File: src/rtl/ifetch_queue_if.sv
// Fetch-side bus bundle: instruction RAM port, branch redirect input and decoder-facing queue head.
// The master side is the fetch queue; the slave side is the RAM/branch/decoder environment.
interface ifetch_queue_if #(
  parameter int ADDR_W = 32,
  parameter int DATA_W = 32
);
  logic              imem_req;
  logic [ADDR_W-1:0] imem_addr;
  logic [DATA_W-1:0] imem_rdata;
  logic              br_valid;
  logic [ADDR_W-1:0] br_target;
  logic              instr_valid;
  logic [DATA_W-1:0] instr_data;
  logic [ADDR_W-1:0] instr_pc;
  logic              instr_ready;

  modport master (
    output imem_req, imem_addr, instr_valid, instr_data, instr_pc,
    input  imem_rdata, br_valid, br_target, instr_ready
  );

  modport slave (
    input  imem_req, imem_addr, instr_valid, instr_data, instr_pc,
    output imem_rdata, br_valid, br_target, instr_ready
  );
endinterface

File: src/rtl/ifetch_queue.sv
// Sequential instruction prefetcher with a DEPTH-entry {pc,data} FIFO between a
// 1-cycle-latency instruction RAM and the decoder; a branch redirect flushes everything.
module ifetch_queue #(
  parameter int                ADDR_W   = 32,
  parameter int                DATA_W   = 32,
  parameter int                DEPTH    = 4,
  parameter logic [ADDR_W-1:0] RESET_PC = '0
) (
  input  logic                     clk,
  input  logic                     nreset,
  ifetch_queue_if.master           bus,
  output logic [$clog2(DEPTH):0]   occupancy
);
  localparam int PTR_W = $clog2(DEPTH);
  localparam int CNT_W = PTR_W + 1;

  logic [PTR_W-1:0]  rd_ptr_reg;
  logic [PTR_W-1:0]  wr_ptr_reg;
  logic [CNT_W-1:0]  count_reg;
  logic              pending_reg;
  logic [ADDR_W-1:0] pend_pc_reg;
  logic [ADDR_W-1:0] fetch_pc_reg;
  logic [ADDR_W-1:0] pc_mem   [DEPTH];
  logic [DATA_W-1:0] data_mem [DEPTH];

  logic              redirect;
  logic              head_valid;
  logic              pop;
  logic              push;
  logic              req;
  logic [ADDR_W-1:0] req_addr;
  logic [CNT_W-1:0]  demand;
  logic [DEPTH-1:0]  wr_en;

  // Reset gates the request path so nothing is issued while nreset is low.
  assign redirect   = bus.br_valid & nreset;
  assign head_valid = (count_reg != '0);
  assign pop        = head_valid & bus.instr_ready;
  assign push       = pending_reg & ~redirect;

  // Slots committed after this cycle; requesting only below DEPTH means a response always fits.
  assign demand   = count_reg + CNT_W'(pending_reg) - CNT_W'(pop);
  assign req      = nreset & (redirect | (demand < CNT_W'(DEPTH)));
  assign req_addr = redirect ? {bus.br_target[ADDR_W-1:2], 2'b00} : fetch_pc_reg;

  assign bus.imem_req    = req;
  assign bus.imem_addr   = req_addr;
  assign bus.instr_valid = head_valid;
  assign bus.instr_data  = data_mem[rd_ptr_reg];
  assign bus.instr_pc    = pc_mem[rd_ptr_reg];
  assign occupancy       = count_reg;

  for (genvar gi = 0; gi < DEPTH; gi++) begin : g_wr_en
    assign wr_en[gi] = push && (wr_ptr_reg == PTR_W'(gi));
  end

  always_ff @(posedge clk or negedge nreset) begin
    if (!nreset) begin
      rd_ptr_reg   <= '0;
      wr_ptr_reg   <= '0;
      count_reg    <= '0;
      pending_reg  <= 1'b0;
      pend_pc_reg  <= '0;
      fetch_pc_reg <= RESET_PC;
    end else begin
      if (redirect) begin
        rd_ptr_reg <= '0;
        wr_ptr_reg <= '0;
        count_reg  <= '0;
      end else begin
        if (push) wr_ptr_reg <= wr_ptr_reg + PTR_W'(1);
        if (pop)  rd_ptr_reg <= rd_ptr_reg + PTR_W'(1);
        count_reg <= count_reg + CNT_W'(push) - CNT_W'(pop);
      end
      pending_reg <= req;
      if (req) begin
        pend_pc_reg  <= req_addr;
        fetch_pc_reg <= req_addr + ADDR_W'(4);
      end
    end
  end

  // Storage is reset so the head reads as zero before the first fill.
  always_ff @(posedge clk or negedge nreset) begin
    if (!nreset) begin
      for (int i = 0; i < DEPTH; i++) begin
        pc_mem[i]   <= '0;
        data_mem[i] <= '0;
      end
    end else begin
      for (int i = 0; i < DEPTH; i++) begin
        if (wr_en[i]) begin
          pc_mem[i]   <= pend_pc_reg;
          data_mem[i] <= bus.imem_rdata;
        end
      end
    end
  end
endmodule

File: src/flat_wrapper.sv
// flat-port wrapper written by rule: the top's interface ports become plain ports
module ifetch_queue_flat 
#(
  parameter int                ADDR_W   = 32,
  parameter int                DATA_W   = 32,
  parameter int                DEPTH    = 4,
  parameter logic [ADDR_W-1:0] RESET_PC = '0
)
  (clk, nreset, occupancy, bus_imem_req, bus_imem_addr, bus_instr_valid, bus_instr_data, bus_instr_pc, bus_imem_rdata, bus_br_valid, bus_br_target, bus_instr_ready);
  ifetch_queue_if #(.ADDR_W(ADDR_W), .DATA_W(DATA_W)) bus_i ();
  input  logic clk;
  input  logic nreset;
  output logic [$clog2(DEPTH):0] occupancy;
  output wire logic [$bits(bus_i.imem_req)-1:0] bus_imem_req;
  output wire logic [$bits(bus_i.imem_addr)-1:0] bus_imem_addr;
  output wire logic [$bits(bus_i.instr_valid)-1:0] bus_instr_valid;
  output wire logic [$bits(bus_i.instr_data)-1:0] bus_instr_data;
  output wire logic [$bits(bus_i.instr_pc)-1:0] bus_instr_pc;
  input wire logic [$bits(bus_i.imem_rdata)-1:0] bus_imem_rdata;
  input wire logic [$bits(bus_i.br_valid)-1:0] bus_br_valid;
  input wire logic [$bits(bus_i.br_target)-1:0] bus_br_target;
  input wire logic [$bits(bus_i.instr_ready)-1:0] bus_instr_ready;
  assign bus_imem_req = bus_i.imem_req;
  assign bus_imem_addr = bus_i.imem_addr;
  assign bus_instr_valid = bus_i.instr_valid;
  assign bus_instr_data = bus_i.instr_data;
  assign bus_instr_pc = bus_i.instr_pc;
  assign bus_i.imem_rdata = bus_imem_rdata;
  assign bus_i.br_valid = bus_br_valid;
  assign bus_i.br_target = bus_br_target;
  assign bus_i.instr_ready = bus_instr_ready;
  ifetch_queue #(.ADDR_W(ADDR_W), .DATA_W(DATA_W), .DEPTH(DEPTH), .RESET_PC(RESET_PC)) u_core (.clk(clk), .nreset(nreset), .bus(bus_i), .occupancy(occupancy));
endmodule
File: config.mk
export PLATFORM = sky130hd
export DESIGN_NAME = ifetch_queue_flat
export DESIGN_NICKNAME = d
export VERILOG_FILES = /design/src/rtl/ifetch_queue_if.sv /design/src/rtl/ifetch_queue.sv /design/src/flat_wrapper.sv
export SDC_FILE = /design/constraint.sdc
export NUM_CORES = 1
export LEC_CHECK = 0
export ABC_CLOCK_PERIOD_IN_PS = 7700
export BUFFER_PORTS_ARGS = -buffer_cell sky130_fd_sc_hd__buf_2
export CORE_ASPECT_RATIO = 1.4
export CORE_MARGIN = 2
export CORE_UTILIZATION = 63
export DETAILED_ROUTE_END_ITERATION = 7
export PLACE_DENSITY_LB_ADDON = 0.3
export SETUP_SLACK_MARGIN = 0.1
export SLEW_MARGIN = 10
export SYNTH_ARGS = -nofsm -noshare
export SYNTH_HDL_FRONTEND = slang
export SYNTH_SLANG_ARGS = --single-unit
File: constraint.sdc
create_clock -name clk -period 7.7 [get_ports clk]
set_input_delay 1.54 -clock clk [delete_from_list [all_inputs] [get_ports clk]]
set_output_delay 1.54 -clock clk [all_outputs]
set_load 0.005 [all_outputs]
Yosys cells after proc, flatten, opt, wreduce, memory -nomap -nowiden --
Cells that the tools add are included.
Storage, ports and cells: flip-flop bits (word level) 328, bits of input ports 68
Operators by class: bitwise gates (word level) 7, $lt $le $gt $ge 2, equal/unequal tests 3, reductions and logical operators 8, mux-type cells 12, $add $sub $neg 7
Operator list (number):
- 32-bit 2-to-1 mux | 5
- 32-bit binary-select mux with 2-bit select | 2
- 32-bit by 3-bit adder with 32-bit output (second input constant) | 1
- 2-bit 2-to-1 mux | 4
- 3-bit by 1-bit adder with 3-bit output | 2
- 3-bit by 1-bit subtractor with 3-bit output | 2
- 2-bit by 1-bit adder with 2-bit output (second input constant) | 2
- 1-bit AND | 4
- 2-bit == test (second input constant) | 2
- 1-bit logical AND | 4
- 2-bit nonzero test | 2
- 3-bit >= comparator (second input constant) | 1
- 3-bit less-than comparator (second input constant) | 1
- 3-bit 2-to-1 mux | 1
- 2-bit NOT with 3-bit output | 1
- 3-bit nonzero test | 1
- 2-bit by 1-bit == test with 1-bit output (second input constant) | 1
- 2-bit logical NOT | 1
- 1-bit NOT | 1
- 1-bit bitwise OR | 1

Longest topological paths before layout --
Gate-level depths: netlist (run 1).
depth after elaboration 6, mapped depth 14, depth with buffers taken out 11

Worst setup path after synthesis (run 1) --
OpenSTA, ideal clock, no wires.
path kind input to output, start in bus_instr_ready, end out bus_imem_req, stages on the path 10, path slack 3020 ps, arrival 3140 ps, path buffers 2, cells stage by stage and2_1 -> ha_1 -> inv_1 -> ha_1 -> a31oi_1 -> xnor2_1 -> o21ai_1 -> buf_2 -> inv_2 -> clkbuf_1
On the way: cells in the longest elaborated chain, start to end 5
RTL lines:
- from (decl) | line flat_wrapper.sv:22 | input wire logic [$bits(bus_i.instr_ready)-1:0] bus_instr_ready;
- 1-bit AND | line ifetch_queue.sv:38 | assign pop = head_valid & bus.instr_ready;
- 3-bit by 1-bit subtractor with 3-bit output | line ifetch_queue.sv:42 | assign demand = count_reg + CNT_W'(pending_reg) - CNT_W'(pop);
- 3-bit less-than comparator | line ifetch_queue.sv:43 | assign req = nreset & (redirect | (demand < CNT_W'(DEPTH)));
- 1-bit bitwise OR | line ifetch_queue.sv:43
- 1-bit AND | line ifetch_queue.sv:43
- to (decl) | line flat_wrapper.sv:14 | output wire logic [$bits(bus_i.imem_req)-1:0] bus_imem_req;
No other way between the ends.

Worst setup path in the final report (run 1) --
start in nreset, end out bus_imem_addr[31]
On the way: cells in the longest elaborated chain, start to end 2
RTL lines:
- from (decl) | line flat_wrapper.sv:12 | input logic nreset;
- 1-bit AND | line ifetch_queue.sv:36 | assign redirect = bus.br_valid & nreset;
- 32-bit 2-to-1 mux | line ifetch_queue.sv:44 | assign req_addr = redirect ? {bus.br_target[ADDR_W-1:2], 2'b00} : fetch_pc_reg;
- to (decl) | line flat_wrapper.sv:15 | output wire logic [$bits(bus_i.imem_addr)-1:0] bus_imem_addr;
No other way between the ends.

==> results of run 1 <==
-- path summary, 6_finish.rpt --
check,startpoint,end,slack [ns],depth (start not counted)
setup / recovery,nreset,bus_imem_addr[31],2.30,6
hold / removal,u_core.fetch_pc_reg[3]$_DFFE_PN0P_,u_core.fetch_pc_reg[3]$_DFFE_PN0P_,0.48,2
setup reg to reg,u_core.occupancy[1]$_DFF_PN0_,u_core.fetch_pc_reg[22]$_DFFE_PN0P_,4.55,10
hold reg to reg,u_core.fetch_pc_reg[3]$_DFFE_PN0P_,u_core.fetch_pc_reg[3]$_DFFE_PN0P_,0.48,2
max in group asynchronous,nreset,u_core.data_mem[96]$_DFFE_PN0P_,5.39,2
min in group asynchronous,nreset,u_core.data_mem[57]$_DFFE_PN0P_,1.01,1
-- worst max-delay path, cell delays in order --
cell	delay [ns]
sky130_fd_sc_hd__buf_8	0.49
sky130_fd_sc_hd__and2_2	0.66
sky130_fd_sc_hd__buf_4	0.45
sky130_fd_sc_hd__mux2i_1	0.38
sky130_fd_sc_hd__inv_1	0.11
sky130_fd_sc_hd__buf_2	0.14
-- layout by cell type (no fill, tap or decap), drive strengths merged, types with 2 or more instances in the layout --
master  count
dfrtp     326
mux2      266
nand2     173
buf       173
mux4       64
o21ai      48
clkbuf     44
xnor2      28
nand4      26
nand3      17
inv        15
nor2       10
and2        9
ha          8
mux2i       7
nor4        6
nor3        5
xor2        4
clkinv      4
nor4b       3
a31oi       2
o22ai       2
nor2b       2
-- per-stage QoR --
stage,hold slack [ns],instances,instance area [sq um],utilization [%]
after global placement,0.459,1509,16000,68.7
after detailed placement,0.464,1509,16000,68.7
after floorplan,0.442,1093,15000,-
after global routing,0.514,1559,16900,72.7
after CTS,0.483,1559,16900,72.7
final,0.482,1559,16900,72.7
-- per-layer routing --
| metal | global-route usage [%] | up-vias |
|---|---|---|
| li1 | - | 4197 |
| met1 | 35.3 | 4763 |
| met2 | 43.0 | 255 |
| met3 | 2.93 | 49 |
| met4 | 6.80 | 0 |
| met5 | 0 | - |
-- area by class of cell --
type                       instances  area, sq um
tap                              306          383
inverter                          15         56.3
clock inverter                     6         57.6
timing repair buffer             173          906
sequential                       326         8160
clock buffer                      44          885
fill                            1547         6360
multi-input combinational        689         6480
-- kinds of logic (layout without fill, tap and decap cells) --
| group | Yosys count | in the layout | synth area share, % |
|---|---|---|---|
| simple gates | 255 | 255 | 7.88 |
| compound gates | 56 | 56 | 2.32 |
| mux | 337 | 337 | 30.1 |
| buf+inv | 78 | 238 | 2.50 |
| fa+ha+maj | 9 | 9 | 0.802 |
| flops | 326 | 326 | 54.5 |
| xor+xnor | 32 | 32 | 1.87 |
-- power by group through the flow --
stage	Sequential [mW]	Combinational, mW	Clock [mW]
floorplan	2.82	1.94	0
global placement	3.00	2.55	0
detailed placement	3.07	2.63	0
CTS	3.04	2.65	1.46
global route	3.15	2.85	1.53
finish	3.04	2.60	1.43
==> impl_summary.txt, run 1 <==
----------------------------------------------------
[Worst setup path]
  Max Fanout on Critical Path ... 93
  Category of the most critical setup path ... in2out
  Crit path arrival time ... 3.86 ns
  Setup crit end kind ... output port
  Required time of the critical path ... 6.16 ns
  Element type at the critical path start ... input port

[Pwr]
  Combinational share of power ... 36.8%
  Static leakage power ... 7.86 nW
  Clock share of power ... 20.2%
  Internal power contribution ... 4.80 mW
  Net switching power of the design ... 2.27 mW
  Largest voltage drop on the vdd net ... 0.235 mV
  Power after layout ... 7.07 mW
  Part of the power in registers ... 43.0%
  Sw Share ... 32.1%
  Areal power density over the cells ... 418 mW/mm^2

[GRT]
  Overall track demand over capacity in global routing ... 25.4%
  Global-route congestion overflow total ... 0
  Vias in the first global route ... 9931
  Initial antenna violation count ... 0
  First-pass GRT wire length ... 51200 microns
  Pin count of the biggest net entering global routing ... 167

[Yosys]
  EDFF count, synth ... 0
  Sequential area share after synthesis ... 54.5%
  Syn_nets ... 1170
  Dominant cell by count in the synthesized netlist ... sky130_fd_sc_hd__dfrtp_1
  Unique cell type count in the Yosys netlist ... 43
  Number of warnings reported in the yosys synthesis log ... 0
  Cells taking the most area after synthesis ... sky130_fd_sc_hd__dfrtp_1 54%, sky130_fd_sc_hd__mux2_2 20%, sky130_fd_sc_hd__mux4_2 9.6%
  Number of instances in the synthesized netlist ... 1093
  Register bit count reported by yosys ... 326
  Cell types with the highest counts after synthesis ... 326 x sky130_fd_sc_hd__dfrtp_1, 265 x sky130_fd_sc_hd__mux2_2, 173 x sky130_fd_sc_hd__nand2_1
  Mean instance size in the synthesized netlist ... 13.7 sq um
  Area fraction of the dominant cell type after synthesis ... 54.5%
  Synth async-reset ratio ... 100%
  Main flop type after synthesis ... sky130_fd_sc_hd__dfrtp_1
  Post-Synthesis Cell Area ... 0.0150 sq mm
  Most area-hungry cell type in the Yosys netlist ... sky130_fd_sc_hd__dfrtp_1

[STA]
  Count of pins over their slew limit ... 0
  Final Hold Violating Endpoints ... 0
  Setup Total Neg Slack ... 0 ns
  Final worst clock skew ... 0.0108 ns
  Max transition margin ... 28.0%
  Transition time at the pin with the least slew margin ... 1.08 ns
  Share of the cycle needed by the critical path after routing ... 70.2%
  Final critical-path setup slack ... 2.30 ns
  Maximum clock frequency ... 185 MHz
  # setup viols final ... 0
  Time the final worst path needs with I/O delays and setup ... 5.40 ns
  RSZ-0062 raised after global routing ... false

[Clocking]
  Clock sink total ... 326
  Clock tree from TritonCTS ... yes
  Clock latency at the later pin of the worst-skew pair ... 0.54 ns
  Total number of H-tree levels ... 1
  Number of buffers created by CTS ... 30
  Post-cts sizing count ... 0
  Clock transition time at the flip-flop clock pins of the worst setup and hold paths ... 0.06 ns
  Post-CTS Setup Bufs ... 0
  Buffers from clock root to sink, at most ... 3
  Total of hold buffers inserted after clock tree synthesis ... 0
  Clock root buffer ... sky130_fd_sc_hd__clkbuf_16

[Route]
  Average wire length per cell after detail routing ... 19.8 microns
  Post-detailed-route via-to-cell ratio ... 5.94
  Detailed-route DRC error count ... 0
  Antenna Nets Post-Route ... 0
  Routed wl met2 ... 15700 microns
  Routed wire length ... 30900 microns
  Starting DRT DRC Count ... 568
  Wire length on met1 ... 13100 microns
  Total met3 wirelength after detailed routing ... 1360 microns
  Highest metal layer with signal wires ... met4
  Number of iterations in the first detailed-routing pass ... 5
  Total vias in the final route ... 9264

[Floorplanning]
  Starting density of the core ... 64.3%
  Core Rows ... 66
  Die Area ... 0.0250 sq mm
  Top-Level Pins ... 169
  Width of the chip ... 134 microns
  Core Region ... 0.0233 sq mm
  Vertical die dimension ... 186 microns

[Placed design]
  Number of I/O port buffers ... 166
  Pre-CTS WS ... 2.31 ns
  RD Place Congestion ... 0.878
  HPWL reported at the end of detailed placement ... 19300 microns

[Final layout]
  Area Overhead vs Synth ... 13.1%
  Total inserted antenna cells ... 0
  Net count reported at finish ... 1312
  Fraction of final layout cells sized beyond drive strength 1 ... 45.6%

[Worst hold path]
  Class of the tightest hold or removal check ... reg2reg

[Outcome]
  Run status ... completed

[Job]
  Max capacitance violation total ... 0

----------------------------------------------------
Power figures use the tool's default switching activity.
==> inputs of run 2 (changes only) <==
--- a/config.mk
+++ b/config.mk
@@ -5,11 +5,11 @@
 export SDC_FILE = /design/constraint.sdc
 export NUM_CORES = 1
 export LEC_CHECK = 0
-export ABC_CLOCK_PERIOD_IN_PS = 7700
+export ABC_CLOCK_PERIOD_IN_PS = 5600
 export BUFFER_PORTS_ARGS = -buffer_cell sky130_fd_sc_hd__buf_2
 export CORE_ASPECT_RATIO = 1.4
 export CORE_MARGIN = 2
-export CORE_UTILIZATION = 63
+export CORE_UTILIZATION = 59
 export DETAILED_ROUTE_END_ITERATION = 7
 export PLACE_DENSITY_LB_ADDON = 0.3
 export SETUP_SLACK_MARGIN = 0.1
==> constraint.sdc (replaced) <==
create_clock -name clk -period 5.6 [get_ports clk]
set_input_delay 1.12 -clock clk [delete_from_list [all_inputs] [get_ports clk]]
set_output_delay 1.12 -clock clk [all_outputs]
set_load 0.005 [all_outputs]
==> run 2 against run 1 <==
Net effect: register-to-register slack lost 2.1 ns; die area rose by 6.6%; largest cell class unchanged; setup slack got worse by 1.0 ns; critical endpoint is now bus_imem_addr[20]; critical path depth down 1; via count grew 0.39%; global-route usage shrank 1.7 points; flip-flop and latch count did not move.
==> impl_summary.txt, run 2 (synthesized netlist as in run 1, its figures left out) <==
----------------------------------------------------
[GRT]
  Overall track demand over capacity in global routing ... 23.7% (-1.7 points)
  Initial antenna violation count ... 0 (unchanged)
  First-pass GRT wire length ... 50900 microns (-0.61%)
  Pin count of the biggest net entering global routing ... 181 (+8.4%)
  Global-route congestion overflow total ... 0 (unchanged)
  Vias in the first global route ... 9678 (-2.5%)

[Final layout]
  Most frequent standard cell in the layout excluding fill and tap cells ... sky130_fd_sc_hd__dfrtp_1
  Post-Layout Cell Count ... 1579 (+1.3%)
  Net count reported at finish ... 1316 (+0.30%)
  Fill cell count ... 1822 (+18%)
  Final core utilization ... 67.7% (-5.0 points)
  Area Overhead vs Synth ... 14.0%
  Fraction of final layout cells sized beyond drive strength 1 ... 45.8% (+0.22 points)
  Most used cells in the layout excluding fill and tap cells ... 324 x sky130_fd_sc_hd__dfrtp_1, 265 x sky130_fd_sc_hd__mux2_2, 169 x sky130_fd_sc_hd__nand2_1
  Total inserted antenna cells ... 0 (unchanged)

[Floorplanning]
  Width of the chip ... 139 microns (+3.2%)
  Top-Level Pins ... 169 (unchanged)
  Starting density of the core ... 59.4% (-4.9 points)
  Die Area ... 0.0267 sq mm (+6.6%)
  Core Rows ... 69 (+4.5%)
  Vertical die dimension ... 192 microns (+3.3%)
  Core Region ... 0.0252 sq mm (+8.3%)

[STA]
  Time the final worst path needs with I/O delays and setup ... 4.30 ns
  Final Hold Violating Endpoints ... 0 (unchanged)
  Count of pins over their slew limit ... 0 (unchanged)
  RSZ-0062 raised after global routing ... false
  Transition time at the pin with the least slew margin ... 1.08 ns (+0.00422 ns)
  Final worst clock skew ... 0.0216 ns (+0.0108 ns)
  Max transition margin ... 27.7% (-0.28 points)
  Share of the cycle needed by the critical path after routing ... 76.8%
  Maximum clock frequency ... 232 MHz
  Setup Total Neg Slack ... 0 ns (unchanged)
  # setup viols final ... 0 (unchanged)

[Clocking]
  Number of buffers created by CTS ... 31 (+3.3%)
  Clock transition time at the flip-flop clock pins of the worst setup and hold paths ... 0.07 ns (about the same)
  Post-CTS Setup Bufs ... 0 (unchanged)
  Clock latency at the later pin of the worst-skew pair ... 0.55 ns (about the same)
  Buffers from clock root to sink, at most ... 3 (unchanged)
  Clock tree from TritonCTS ... yes
  Total number of H-tree levels ... 1 (unchanged)
  Total of hold buffers inserted after clock tree synthesis ... 0 (unchanged)
  Clock sink total ... 326 (unchanged)
  Clock root buffer ... sky130_fd_sc_hd__clkbuf_16
  Post-cts sizing count ... 0 (unchanged)

[Worst setup path]
  Element type at the critical path start ... input port
  Category of the most critical setup path ... in2out
  Cell with the largest stage delay on the worst path ... sky130_fd_sc_hd__and2_2
  Max Fanout on Critical Path ... 33 (-65%)
  Critical Path Most Common Cell ... sky130_fd_sc_hd__buf_2
  Required time of the critical path ... 4.48 ns (-1.68 ns)
  Setup crit end kind ... output port
  Largest stage delay on the critical path ... 0.56 ns (-0.10 ns)
  Crit path arrival time ... 3.18 ns (-0.68 ns)
  Cells along the critical path ... buf_2 -> and2_2 -> buf_4 -> mux2_2 -> buf_2

[Pwr]
  Clock share of power ... 21.6% (+1.4 points)
  Largest voltage drop on the vdd net ... 0.388 mV (+65%)
  Static leakage power ... 7.93 nW (+0.78%)
  Net switching power of the design ... 3.13 mW (+38%)
  Sw Share ... 31.6% (-0.50 points)
  Part of the power in registers ... 42.2% (-0.8 points)
  Power after layout ... 9.90 mW (+40%)
  Internal power contribution ... 6.77 mW (+41%)
  Areal power density over the cells ... 580 mW/mm^2 (+39%)
  Combinational share of power ... 36.2% (-0.6 points)

[Placed design]
  Placed cells ... 1525 (+1.1%)
  HPWL reported at the end of detailed placement ... 19400 microns (+0.39%)
  Number of I/O port buffers ... 166 (unchanged)
  RD Place Congestion ... 0.867 (-1.2%)

[Route]
  Routed wire length ... 31300 microns (+1.2%)
  Starting DRT DRC Count ... 454 (-20%)
  Post-detailed-route via-to-cell ratio ... 5.89 (-0.88%)
  Number of iterations in the first detailed-routing pass ... 7 (+2)
  Average wire length per cell after detail routing ... 19.8 microns (about the same)
  Antenna Nets Post-Route ... 0 (unchanged)
  Detailed-route DRC error count ... 0 (unchanged)
  Total vias in the final route ... 9300 (+0.39%)

[Job]
  Max capacitance violation total ... 0 (unchanged)

[Outcome]
  Run status ... completed

[Worst hold path]
  Class of the tightest hold or removal check ... in2async

----------------------------------------------------
==> run 2: layer usage <==
metal  routed length [microns]  global-route usage (%)
met1                     13100                    31.4
met3                      1450                    3.08
met5                         0                       0
met4                       549                    6.33
met2                     16200                    41.8
==> run 2: power by group through the flow <==
stage	logic, mW	clock network [mW]	registers (mW)
global route	3.93	2.27	4.33
CTS	3.65	2.19	4.18
global placement	3.53	0	4.14
detailed placement	3.63	0	4.21
floorplan	2.66	0	3.87
finish	3.58	2.14	4.18
==> run 2: stage by stage <==
| stage | hold slack [ns] | instance area, sq um | worst slack [ns] |
|---|---|---|---|
| after floorplan | 0.442 | 15000 | 1.76 |
| after global routing | 0.435 | 17100 | 1.19 |
| final | 0.444 | 17100 | 1.30 |
| after detailed placement | 0.473 | 16000 | 1.35 |
| after global placement | 0.460 | 16000 | 1.34 |
| after CTS | 0.423 | 17100 | 1.34 |
==> run 2: path summary, 6_finish.rpt <==
kind                       depth (start not counted)                          startpoint                                  end  slack (ns)
setup reg to reg                                  10       u_core.occupancy[1]$_DFF_PN0_  u_core.fetch_pc_reg[16]$_DFFE_PN0P_        2.43
hold / removal                                     1                              nreset   u_core.fetch_pc_reg[9]$_DFFE_PN0P_        0.44
hold reg to reg                                    2  u_core.fetch_pc_reg[3]$_DFFE_PN0P_   u_core.fetch_pc_reg[3]$_DFFE_PN0P_        0.48
min in group clk                                   2  u_core.fetch_pc_reg[3]$_DFFE_PN0P_   u_core.fetch_pc_reg[3]$_DFFE_PN0P_        0.48
max in group asynchronous                          3                              nreset      u_core.data_mem[75]$_DFFE_PN0P_        3.16
setup / recovery                                   5                        bus_br_valid                    bus_imem_addr[20]        1.30
==> run 2: critical path, delay by kind of cell <==
family	cells	cell delay, ns
buffers and inverters	3	0.99
and+or+nand+nor	1	0.56
muxes	1	0.48
==> run 2: layout make-up <==
type / count / area (sq um) / share of cell area (%)
Sequential cell: 326 / 8160 / 47.8
Multi-Input combinational cell: 689 / 6480 / 38.0
Timing Repair Buffer: 176 / 928 / 5.44
Clock buffer: 46 / 902 / 5.28
Tap cell: 319 / 399 / 2.34
Clock inverter: 8 / 143 / 0.835
Inverter: 15 / 56.3 / 0.330
